[config.mk]
export PLATFORM = sky130hd
export DESIGN_NAME = invader_fleet
export DESIGN_NICKNAME = d
export VERILOG_FILES = /design/src/rtl/invader_pkg.sv /design/src/rtl/invader_hit_test.sv /design/src/rtl/invader_fleet.sv
export SDC_FILE = /design/constraint.sdc
export NUM_CORES = 1
export LEC_CHECK = 0
export ABC_CLOCK_PERIOD_IN_PS = 23200
export BUFFER_PORTS_ARGS = -buffer_cell sky130_fd_sc_hd__buf_2
export CORE_AREA = 2 2 428 430
export CTS_BUF_LIST = sky130_fd_sc_hd__clkbuf_2
export CTS_CLUSTER_DIAMETER = 50
export CTS_CLUSTER_SIZE = 16
export DETAILED_ROUTE_END_ITERATION = 16
export DIE_AREA = 0 0 430 432
export REMOVE_ABC_BUFFERS = 1
export SETUP_SLACK_MARGIN = 0.2
export SLEW_MARGIN = 20
export SYNTH_ARGS = -nofsm -noshare
export SYNTH_HDL_FRONTEND = slang
export SYNTH_HIERARCHICAL = 1
export SYNTH_SLANG_ARGS = --single-unit
[constraint.sdc]
create_clock -name Clk -period 23.2 [get_ports Clk]
set_input_delay 2.32 -clock Clk [delete_from_list [all_inputs] [get_ports Clk]]
set_output_delay 2.32 -clock Clk [all_outputs]
set_load 0.005 [all_outputs]
[src/rtl/invader_pkg.sv]
`default_nettype none
// ============================================================================
//  Module   : invader_pkg
//  Purpose  : Shared geometry constants, FSM state encoding and index helpers
//             for the 50-invader formation.
//  Revision : 1.0  initial release
// ============================================================================
package invader_pkg;

  // Default formation geometry
  localparam int c_fleet_cols        = 10;
  localparam int c_fleet_rows        = 5;
  localparam int c_fleet_col_pitch   = 32;
  localparam int c_fleet_row_pitch   = 24;
  localparam int c_fleet_step_x      = 4;
  localparam int c_fleet_step_y      = 8;
  localparam int c_fleet_left_bound  = 140;
  localparam int c_fleet_right_bound = 500;
  localparam int c_fleet_start_x     = 170;
  localparam int c_fleet_start_y     = 60;
  localparam int c_fleet_land_y      = 440;

  // Largest half-size of any row; wall and landing tests use this margin
  localparam int c_max_half = 10;

  typedef enum logic [1:0] {
    IDLE = 2'd0,
    SCAN = 2'd1,
    EDGE = 2'd2,
    MOVE = 2'd3
  } fleet_state_t;

  // Half-size of an invader sprite by formation row
  function automatic logic [3:0] row_size(input logic [2:0] row);
    case (row)
      3'd0:       return 4'd8;
      3'd1, 3'd2: return 4'd9;
      default:    return 4'd10;
    endcase
  endfunction

  // Row of a linear invader index (index = row*cols + col)
  function automatic logic [2:0] idx_row(input logic [5:0] idx, input int cols);
    return 3'(int'(idx) / cols);
  endfunction

  // Column of a linear invader index
  function automatic logic [3:0] idx_col(input logic [5:0] idx, input int cols);
    return 4'(int'(idx) % cols);
  endfunction

endpackage
`default_nettype wire

[src/rtl/invader_hit_test.sv]
`default_nettype none
// ============================================================================
//  Module   : invader_hit_test
//  Purpose  : Combinational overlap test between the shot box and one
//             invader box. Terms are rearranged so no subtraction can wrap.
//  Revision : 1.0  initial release
// ============================================================================
module invader_hit_test (
  input  logic [9:0] i_inv_x,
  input  logic [9:0] i_inv_y,
  input  logic [3:0] i_half_size,
  input  logic       i_alive,
  input  logic [9:0] i_shot_x,
  input  logic [9:0] i_shot_y,
  input  logic [9:0] i_shot_w,
  input  logic [9:0] i_shot_h,
  input  logic       i_shot_on,
  output logic       o_hit
);

  // Widened copies; the sums below never exceed 12 bits
  logic [11:0] w_ix, w_iy, w_s, w_sx, w_sy, w_sw, w_sh;
  logic        w_left_ok, w_right_ok, w_top_ok, w_bot_ok;

  assign w_ix = {2'b00, i_inv_x};
  assign w_iy = {2'b00, i_inv_y};
  assign w_s  = {8'd0, i_half_size};
  assign w_sx = {2'b00, i_shot_x};
  assign w_sy = {2'b00, i_shot_y};
  assign w_sw = {2'b00, i_shot_w};
  assign w_sh = {2'b00, i_shot_h};

  // ShotX >= X - s
  assign w_left_ok  = (w_sx + w_s) >= w_ix;
  // ShotX - ShotW <= X + s
  assign w_right_ok = w_sx <= (w_ix + w_s + w_sw);
  // ShotY + ShotH >= Y - s
  assign w_bot_ok   = (w_sy + w_sh + w_s) >= w_iy;
  // ShotY - ShotH <= Y + s
  assign w_top_ok   = w_sy <= (w_iy + w_s + w_sh);

  assign o_hit = i_alive & i_shot_on & w_left_ok & w_right_ok & w_bot_ok & w_top_ok;

endmodule
`default_nettype wire

[src/rtl/invader_fleet.sv]
`default_nettype none
// ============================================================================
//  Module   : invader_fleet
//  Purpose  : Formation state (origin, alive mask, direction), once-per-frame
//             sequential hit scan and marching motion for the invader fleet.
//  Revision : 1.0  initial release
// ============================================================================
module invader_fleet
  import invader_pkg::*;
#(
  parameter int COLS        = c_fleet_cols,
  parameter int ROWS        = c_fleet_rows,
  parameter int COL_PITCH   = c_fleet_col_pitch,
  parameter int ROW_PITCH   = c_fleet_row_pitch,
  parameter int STEP_X      = c_fleet_step_x,
  parameter int STEP_Y      = c_fleet_step_y,
  parameter int LEFT_BOUND  = c_fleet_left_bound,
  parameter int RIGHT_BOUND = c_fleet_right_bound,
  parameter int START_X     = c_fleet_start_x,
  parameter int START_Y     = c_fleet_start_y,
  parameter int LAND_Y      = c_fleet_land_y
) (
  input  logic                 Clk,
  input  logic                 Reset_n,
  input  logic                 frame_tick,
  input  logic                 Restart,
  input  logic [9:0]           ShotX,
  input  logic [9:0]           ShotY,
  input  logic [9:0]           ShotW,
  input  logic [9:0]           ShotH,
  input  logic                 ShotOn,
  output logic [9:0]           InvaderX [COLS*ROWS],
  output logic [9:0]           InvaderY [COLS*ROWS],
  output logic [COLS*ROWS-1:0] InvaderOn,
  output logic                 ShotHit,
  output logic [5:0]           HitIndex,
  output logic                 FleetCleared,
  output logic                 FleetLanded
);

  localparam int         c_num_inv  = COLS * ROWS;
  localparam logic [5:0] c_last_idx = 6'(c_num_inv - 1);

  fleet_state_t         r_state, w_state_next;
  logic [9:0]           r_origin_x, r_origin_y;
  logic [c_num_inv-1:0] r_alive;
  logic                 r_dir;          // 0 = marching right
  logic [3:0]           r_frame_cnt;
  logic [5:0]           r_scan_idx;
  logic                 r_shot_hit;
  logic [5:0]           r_hit_index;
  logic                 r_landed;
  logic [3:0]           r_left_col, r_right_col;
  logic [2:0]           r_low_row;

  // Reset and Restart share one reload path and beat every other update
  logic w_reload;
  assign w_reload = !Reset_n || Restart;

  logic w_fleet_empty;
  assign w_fleet_empty = (r_alive == '0);

  // ---------------------------------------------------------------------------
  // Invader centres derived from the origin
  // ---------------------------------------------------------------------------
  for (genvar gi = 0; gi < c_num_inv; gi++) begin : g_pos
    localparam int c_col_idx = gi % COLS;
    localparam int c_row_idx = gi / COLS;
    assign InvaderX[gi] = r_origin_x + 10'(c_col_idx * COL_PITCH);
    assign InvaderY[gi] = r_origin_y + 10'(c_row_idx * ROW_PITCH);
  end

  // ---------------------------------------------------------------------------
  // Single shared hit tester, pointed at the current scan index
  // ---------------------------------------------------------------------------
  logic [2:0] w_scan_row;
  logic [3:0] w_scan_col;
  logic [9:0] w_scan_x, w_scan_y;
  logic       w_hit_raw, w_scan_hit;

  assign w_scan_row = idx_row(r_scan_idx, COLS);
  assign w_scan_col = idx_col(r_scan_idx, COLS);
  assign w_scan_x   = r_origin_x + 10'(int'(w_scan_col) * COL_PITCH);
  assign w_scan_y   = r_origin_y + 10'(int'(w_scan_row) * ROW_PITCH);

  invader_hit_test u_hit_test (
    .i_inv_x     (w_scan_x),
    .i_inv_y     (w_scan_y),
    .i_half_size (row_size(w_scan_row)),
    .i_alive     (r_alive[r_scan_idx]),
    .i_shot_x    (ShotX),
    .i_shot_y    (ShotY),
    .i_shot_w    (ShotW),
    .i_shot_h    (ShotH),
    .i_shot_on   (ShotOn),
    .o_hit       (w_hit_raw)
  );

  assign w_scan_hit = (r_state == SCAN) && w_hit_raw;

  // ---------------------------------------------------------------------------
  // Fleet extents: leftmost/rightmost alive column and lowest alive row
  // ---------------------------------------------------------------------------
  logic [COLS-1:0] w_col_alive;
  logic [ROWS-1:0] w_row_alive;
  logic [3:0]      w_left_col, w_right_col;
  logic [2:0]      w_low_row;

  // Collapse the alive mask into per-column and per-row occupancy, then extents
  always_comb begin
    w_col_alive = '0;
    w_row_alive = '0;
    for (int r = 0; r < ROWS; r++) begin
      for (int c = 0; c < COLS; c++) begin
        if (r_alive[r*COLS + c]) begin
          w_col_alive[c] = 1'b1;
          w_row_alive[r] = 1'b1;
        end
      end
    end
    w_left_col  = '0;
    w_right_col = '0;
    w_low_row   = '0;
    for (int c = COLS - 1; c >= 0; c--) begin
      if (w_col_alive[c]) w_left_col = 4'(c);
    end
    for (int c = 0; c < COLS; c++) begin
      if (w_col_alive[c]) w_right_col = 4'(c);
    end
    for (int r = 0; r < ROWS; r++) begin
      if (w_row_alive[r]) w_low_row = 3'(r);
    end
  end

  // ---------------------------------------------------------------------------
  // March timing: fewer survivors means a shorter step period
  // ---------------------------------------------------------------------------
  logic [5:0] w_alive_count;
  logic [3:0] w_period;

  // Population count of the alive mask
  always_comb begin
    w_alive_count = '0;
    for (int i = 0; i < c_num_inv; i++) begin
      w_alive_count = w_alive_count + {5'd0, r_alive[i]};
    end
  end

  assign w_period = 4'(1 + int'(w_alive_count) / 5);

  // ---------------------------------------------------------------------------
  // Wall and landing tests, using the extents latched in EDGE
  // ---------------------------------------------------------------------------
  logic        w_step_wait;
  logic [11:0] w_right_edge, w_left_edge, w_land_line;
  logic        w_at_wall;
  logic [9:0]  w_drop_y, w_next_y;
  logic        w_land;

  assign w_step_wait  = ({1'b0, r_frame_cnt} + 5'd1) < {1'b0, w_period};
  assign w_right_edge = {2'b00, r_origin_x} + 12'(int'(r_right_col) * COL_PITCH)
                      + 12'(c_max_half + STEP_X);
  assign w_left_edge  = {2'b00, r_origin_x} + 12'(int'(r_left_col) * COL_PITCH);
  assign w_at_wall    = r_dir ? (w_left_edge < 12'(LEFT_BOUND + c_max_half + STEP_X))
                              : (w_right_edge > 12'(RIGHT_BOUND));
  assign w_drop_y     = r_origin_y + 10'(STEP_Y);
  assign w_next_y     = (!w_step_wait && w_at_wall) ? w_drop_y : r_origin_y;
  assign w_land_line  = {2'b00, w_next_y} + 12'(int'(r_low_row) * ROW_PITCH)
                      + 12'(c_max_half);
  assign w_land       = w_land_line >= 12'(LAND_Y);

  // ---------------------------------------------------------------------------
  // Frame sequencer
  // ---------------------------------------------------------------------------

  // Next-state: start a frame only from IDLE with a live, unlanded fleet
  always_comb begin
    w_state_next = r_state;
    case (r_state)
      IDLE:    if (frame_tick && !w_fleet_empty && !r_landed) w_state_next = SCAN;
      SCAN:    if (w_scan_hit || (r_scan_idx == c_last_idx)) w_state_next = EDGE;
      EDGE:    w_state_next = MOVE;
      MOVE:    w_state_next = IDLE;
      default: w_state_next = IDLE;
    endcase
  end

  // State register
  always_ff @(posedge Clk) begin
    if (w_reload) r_state <= IDLE;
    else          r_state <= w_state_next;
  end

  // Formation datapath: scan index, kills, extents latch and marching step
  always_ff @(posedge Clk) begin
    if (w_reload) begin
      r_origin_x  <= 10'(START_X);
      r_origin_y  <= 10'(START_Y);
      r_alive     <= '1;
      r_dir       <= 1'b0;
      r_frame_cnt <= '0;
      r_scan_idx  <= '0;
      r_shot_hit  <= 1'b0;
      r_hit_index <= '0;
      r_landed    <= 1'b0;
      r_left_col  <= '0;
      r_right_col <= '0;
      r_low_row   <= '0;
    end else begin
      r_shot_hit <= 1'b0;
      case (r_state)
        IDLE: begin
          if (w_state_next == SCAN) r_scan_idx <= '0;
        end
        SCAN: begin
          if (w_scan_hit) begin
            r_alive[r_scan_idx] <= 1'b0;
            r_shot_hit          <= 1'b1;
            r_hit_index         <= r_scan_idx;
          end else begin
            r_scan_idx <= r_scan_idx + 6'd1;
          end
        end
        EDGE: begin
          r_left_col  <= w_left_col;
          r_right_col <= w_right_col;
          r_low_row   <= w_low_row;
        end
        MOVE: begin
          // An empty fleet stays frozen where the last kill left it
          if (!w_fleet_empty) begin
            if (w_step_wait) begin
              r_frame_cnt <= r_frame_cnt + 4'd1;
            end else begin
              r_frame_cnt <= '0;
              if (w_at_wall) begin
                r_origin_y <= w_drop_y;
                r_dir      <= ~r_dir;
              end else if (r_dir) begin
                r_origin_x <= r_origin_x - 10'(STEP_X);
              end else begin
                r_origin_x <= r_origin_x + 10'(STEP_X);
              end
            end
            if (w_land) r_landed <= 1'b1;
          end
        end
        default: ;
      endcase
    end
  end

  assign InvaderOn    = r_alive;
  assign ShotHit      = r_shot_hit;
  assign HitIndex     = r_hit_index;
  assign FleetCleared = w_fleet_empty;
  assign FleetLanded  = r_landed;

endmodule
`default_nettype wire

Word-level counts from Yosys, hierarchy flattened. Index checks and enable logic that the tools add are counted.

Output and inout bits: 1059. Input bits: 45. Register bits: 102. Word-level logic and storage cells: 284.

Eq/ne operators: 9. Add/subtract/negate cells: 83. Reductions and logical operators: 23. Div/mod/pow operators: 3. Multipliers: 2. Order comparisons: 10. Bitwise logic cells: 12. Mux-type cells: 129.

Operators by type and width (count): 6-bit by 1-bit adder with 6-bit output (44); 1-bit 2-to-1 mux (96); 4-bit 2-to-1 mux (19); 50-bit bitwise AND (1); 50-bit logical NOT (1); 50-bit inverter (1); 10-bit by 7-bit adder with 10-bit output (second input constant) (4); 10-bit by 8-bit adder with 10-bit output (second input constant) (4); 10-bit by 4-bit adder with 11-bit output (3); 7-bit by 4-bit divider with 32-bit output (second input constant) (1); 7-bit by 5-bit divider with 32-bit output (second input constant) (1); 7-bit by 5-bit remainder unit with 32-bit output (second input constant) (1); 11-bit by 4-bit adder with 12-bit output (second input constant) (2); 12-bit by 10-bit adder with 12-bit output (2); 12-bit by 10-bit >= comparator with 1-bit output (2); 10-bit by 12-bit <= comparator with 1-bit output (2); 10-bit by 9-bit adder with 11-bit output (2); 10-bit by 6-bit adder with 10-bit output (second input constant) (2); 10-bit by 9-bit adder with 10-bit output (second input constant) (2); 10-bit 2-to-1 mux (2); 12-bit by 4-bit adder with 12-bit output (1); 12-bit by 9-bit >= comparator with 1-bit output (second input constant) (1); 12-bit by 9-bit > comparator with 1-bit output (second input constant) (1); 6-bit 2-to-1 mux (2); 47 further kinds (74).

Depth between registers and ports, before layout.
Word-level depth: 59. Mapped depth: 53. Depth with buffers taken out: 49.

Hierarchy. Netlist, hierarchy kept.

Modules (own cells, without submodules): invader_fleet (instances 1, seq. area each 1941.9 um^2, area each 15831.4 um^2, cells an instance 2039); invader_hit_test (instances 1, seq. area each 0.0 um^2, area each 2836.5 um^2, cells an instance 348).

Worst setup path after synthesis. No wires, ideal clock.

Path kind: reg-to-reg. From: register r_alive[35] (netlist: InvaderOn[35]). To: register r_landed (netlist: FleetLanded). Clock period less this slack: 12.304 ns. Path buffers: 4. Setup time: 0.117 ns. Stages on the path, launching flop included: 53. Slack: 10.896 ns. Required time: 23.083 ns. Data arrival time: 12.186 ns. Cells stage by stage: dfxtp_1 -> inv_1 -> fa_1 -> inv_1 -> fa_1 -> inv_1 -> fa_1 -> fa_1 -> fa_1 -> fa_1 -> fa_1 -> inv_1 -> ha_1 -> fa_1 -> buf_6 -> a211o_1 -> and3_4 -> or2_1 -> (+17 left out) -> a21oi_1 -> nor2b_1 -> a311oi_1 -> nand2_1 -> o211ai_2 -> buf_6 -> nand2_1 -> o21ai_0 -> ha_1 -> ha_1 -> fa_1 -> a21o_1 -> a21oi_1 -> xnor2_1 -> a31oi_1 -> nand3b_1 -> a211o_1 -> a32o_1.

Cells in the longest elaborated chain, start to end: 25. Elaborated cells on any way between the ends: 27. Those cells by class: add/sub: 18; div: 1; order compare: 2; mux: 1; bitwise: 1; reduce/logical: 4.

Ends and longest elaborated chain: start: declaration (line invader_fleet.sv:46) `logic [c_num_inv-1:0] r_alive;`; start signal: assignment (line invader_fleet.sv:199) `r_alive <= '1;`; start signal: indexed assignment (line invader_fleet.sv:217) `r_alive[r_scan_idx] <= 1'b0;`; 6-bit by 1-bit adder with 6-bit output (15 in series) (line invader_fleet.sv:145) `w_alive_count = w_alive_count + {5'd0, r_alive[i]};`; 7-bit by 4-bit divider with 32-bit output (line invader_fleet.sv:149) `assign w_period = 4'(1 + int'(w_alive_count) / 5);`; 2-bit by 4-bit adder with 4-bit output (line invader_fleet.sv:149); 5-bit by 4-bit < comparator with 1-bit output (line invader_fleet.sv:160) `assign w_step_wait = ({1'b0, r_frame_cnt} + 5'd1) < {1'b0, w_period};`; 1-bit logical NOT (line invader_fleet.sv:167) `assign w_next_y = (!w_step_wait && w_at_wall) ? w_drop_y : r_origin_y;`; 1-bit logical AND (line invader_fleet.sv:167); 10-bit 2-to-1 mux (line invader_fleet.sv:167); 10-bit by 8-bit adder with 11-bit output (line invader_fleet.sv:168) `assign w_land_line = {2'b00, w_next_y} + 12'(int'(r_low_row) * ROW_PITCH)`; 11-bit by 4-bit adder with 12-bit output (line invader_fleet.sv:169) `+ 12'(c_max_half);`; 12-bit by 9-bit >= comparator with 1-bit output (line invader_fleet.sv:170) `assign w_land = w_land_line >= 12'(LAND_Y);`; 3-bit AND reduction (no line) *; end signal: assignment (line invader_fleet.sv:205) `r_landed <= 1'b0;`; end signal: assignment (line invader_fleet.sv:245) `if (w_land) r_landed <= 1'b1;`; end: declaration (line invader_fleet.sv:52) `logic r_landed;`.

Every way passes the cells marked *; elsewhere a longest branch is shown, timed or not. A chain may end at the register's enable or synchronous reset.

Worst setup path after layout.
From: register r_alive[39] (netlist: InvaderOn[39]). To: register r_landed (netlist: FleetLanded).

Cells in the longest elaborated chain, start to end: 21. Elaborated cells on any way between the ends: 23. Those cells by class: add/sub: 14; div: 1; order compare: 2; mux: 1; bitwise: 1; reduce/logical: 4.

Ends and longest elaborated chain (line): 6-bit by 1-bit adder with 6-bit output (11 in series) (invader_fleet.sv:145); 7-bit by 4-bit divider with 32-bit output (invader_fleet.sv:149); 2-bit by 4-bit adder with 4-bit output (invader_fleet.sv:149); 5-bit by 4-bit < comparator with 1-bit output (invader_fleet.sv:160); 1-bit logical NOT (invader_fleet.sv:167); 1-bit logical AND (invader_fleet.sv:167); 10-bit 2-to-1 mux (invader_fleet.sv:167); 10-bit by 8-bit adder with 11-bit output (invader_fleet.sv:168); 11-bit by 4-bit adder with 12-bit output (invader_fleet.sv:169); 12-bit by 9-bit >= comparator with 1-bit output (invader_fleet.sv:170); 3-bit AND reduction (no line) *.

Marks and branches as above.

==> results.md <==
- Share of cells above drive strength 1: 37.15%
- Final HPWL DP: 67100 um
- Fillers: 21.02k
- Largest net degree at the start of global routing: 60
- Sequential share of the synthesized area: 10.40%
- Synth area leaders: buf_4, ha_1, dfxtp_1, fa_1, inv_1
- Netlist cell types: 86
- Placed cell count: 4940
- Vias: 14.92k
- Post-Layout Inst Area: 20160 um2
- CP Capture Type: flip-flop
- Startpoint Class: flip-flop
- Root Driver: clkbuf_2
- Initial antenna violation count: 9
- Hold Crit Class: flip-flop to flip-flop
- Core box area: 181700 um2
- Pwr dens: 17.39 nW/um2
- Io pins: 1104
- Critical R2R Launch: InvaderOn[39]
- Vias per inst: 3.003
- Post-CTS Setup Inserts: 0
- Global-route wire length before repair: 102000 um
- Sinks on Clock Net: 97
- Critical path class: flip-flop to flip-flop
- Number of synthesized flops with an enable pin: 0
- Worst Hold Launch: HitIndex[3]
- Flop2flop setup slack: 9.51 ns
- Actual slew at the worst max-slew pin: 1.263 ns
- Final period utilization: 59.01%
- Mapped Cells: 2387
- Clock latency on the worst-skew pair: 0.73 ns
- Worst R2R Path Depth: 47
- Min-Delay Endpoint: HitIndex[3]
- Hold buffer count at CTS: 0
- WL per Instance: 15.88 um
- Fin. Hold Viols: 0
- Multi-input gate area: 9903 um2
- Post-Route WL: 78870 um
- Async SR Flop Fraction: 0%
- Tmin final: 13.69 ns
- Global Route Usage Sum: 7.854%
- # setup viols final: 0
- H-tree depth: 3
- Seq cells post-synth: 97
- Outcome: complete, no violations
- Mean Syn Cell Area: 7.821 um2
- Buf+Inv Stages, Crit Path: 4
- Critical path's largest stage delay: 0.63 ns
- Die W: 430 um
- Reg area: 1957 um2
- Initial Util: 10.27%
- TritonCTS buffer count: 9
- Max transition margin: 15.51%
- Die area: 185800 um2
- Max-Cap Viols: 0
- Row count: 157
- Final core area utilization: 11.09%
- Final slew viol count: 0
- Nets: 2848
- Pwr Total: 0.0003505 W
- Hold Crit Depth: 2
- Routability cong.: 0.8862
- Die height: 432 um
- Post-Syn Area: 18670 um2
- Layout area overhead: 7.969%
- Final non-filler cell total: 4968
- CTS Buffer Depth: 2
- IO Port Bufs: 853
- Yosys warns: 6
- Post-route DRC: 0
- Setup TNS: 0 ns
- Worst vdd ir: 0.01617 mV
- CTS tree: yes
- Pleak: 10.12 nW
- Synth Flop Type: dfxtp_1
- CP max FO: 11
- Area after DPL: 20020 um2
- Number of global-route vias before repair: 12.52k
- Detailed Route Iter0 Violations: 957
- Post-synth top area share: 37.76%
- Most frequent CP cell: fa_1
- Top delay family on crit path: adder cells
- Gr ovfl total: 0
- Synth area leader: buf_4
- Peak Freq: 0.07304 GHz
- Worst Path Required: 23.83 ns
- Drt first pass iters: 5
- Unrepaired setup endpoints after global routing: false
- Routed Antenna Nets: 0
- Crit-path slowest cell: or4_1
- PostCTS Resize Cnt: 0
- CTS clock-pin slew for the worst setup and hold paths: 0.33 ns
- CP Data Arrival Time: 14.32 ns
- Worst flop-to-flop path endpoint: FleetLanded
- Clk_skew: 0.05698 ns
==> cells in the final DEF, fill, tap and decap left out, types with 11 or more instances in the layout <==
| cell | instances |
|---|---|
| buf_2 | 853 |
| conb_1 | 267 |
| ha_1 | 173 |
| inv_1 | 165 |
| nand2_1 | 139 |
| nor2_1 | 113 |
| o21ai_0 | 105 |
| a21oi_1 | 93 |
| dfxtp_1 | 85 |
| fa_1 | 64 |
| xnor2_1 | 55 |
| buf_4 | 39 |
| xor2_1 | 38 |
| nor3_1 | 28 |
| nand3_1 | 26 |
| nor2b_1 | 21 |
| a21o_1 | 21 |
| nor4_1 | 17 |
| nand4_1 | 15 |
| diode_2 | 12 |
| nand2b_1 | 12 |
| mux2i_1 | 12 |
| a31oi_1 | 12 |
| dfxtp_2 | 12 |
| or4_1 | 11 |
| a211oi_1 | 11 |
==> worst max path at each step <==
| stage | start | end | slack, ns | depth (start not counted) |
|---|---|---|---|---|
| finish | InvaderOn[39] | FleetLanded | 9.51 | 47 |
| global route | InvaderOn[39] | FleetLanded | 8.60 | 48 |
| CTS | InvaderOn[39] | FleetLanded | 9.55 | 47 |
| detailed placement | InvaderOn[27] | FleetLanded | 9.65 | 47 |
| global placement | InvaderOn[37] | FleetLanded | 9.88 | 47 |
| floorplan | InvaderOn[35] | FleetLanded | 10.80 | 48 |
==> per-stage QoR <==
step	hold WS, ns	worst slack (ns)
global route	0.4936	8.598
finish	0.4716	9.509
global placement	0.4438	9.885
floorplan	0.4492	10.80
detailed placement	0.4494	9.649
CTS	0.4761	9.554
==> kinds of logic (layout without fill, tap and decap cells) <==
kind of cell | count (synthesis) | after routing | share of synthesized area (%)
simple gates | 427 | 427 | 10.86
fa+ha+maj | 238 | 238 | 18.51
buf+inv | 1156 | 1075 | 42.32
xor+xnor | 103 | 103 | 4.832
other cells | 2 | 279 | 0.04023
mux | 20 | 20 | 1.428
flops | 97 | 97 | 10.40
compound gates | 344 | 344 | 11.60
==> area by class of cell <==
type                            count  share of cell area [%]
Sequential cell                    97                   9.709
Antenna cell                       12                  0.1490
Clock buffer                        9                  0.2235
Multi-Input combinational cell   1399                   49.13
Timing Repair Buffer              892                   22.63
Clock inverter                      7                  0.2359
Inverter                          167                   3.110
Tap cell                         2385                   14.81
==> cell usage after synthesis, drive strengths merged, types with 9 or more instances <==
master and n:
clkbuf 35, a21o 21, dfxtp 97, a31oi 12
buf 954, a211oi 14, nor2 115, nand2b 13
nor3 28, nor2b 22, nand2 139, or4 11
xnor2 63, o21a 9, nand3 26, a21oi 93
mux2i 12, o211ai 10, ha 173, inv 166
o21ai 107, xor2 40, nor4 17, fa 64
nand4 15
==> worst min-delay path: cells and delay by family, from the launching register on <==
family / cells / cell delay (ns)
AO/OA/AOI/OAI: 1 / 0.05
flip-flops: 1 / 0.37
AND/OR/NAND/NOR: 1 / 0.05
==> state kept, by name, summed over array words and instances, names as in the netlist, 3 cells and up <==
signal       count
HitIndex         6
r_low_row        3
r_origin_y       7
r_origin_x       8
r_scan_idx       6
InvaderOn       50
r_right_col      4
r_left_col       4
r_frame_cnt      4
==> layer usage <==
metal,track usage [%],vias up,routed length (um)
li1,-,7006,-
met1,9.791,7206,32620
met2,13.79,648,39600
met3,1.489,57,4977
met4,1.945,2,1665
met5,0,-,13
==> power by group <==
| part | internal [W] | switching, W |
|---|---|---|
| clock network | 0.0000135 | 0.0000680 |
| registers | 0.000168 | 0.000000389 |
| logic | 0.0000392 | 0.0000617 |
No activity file was read; power rests on OpenSTA's default activity.
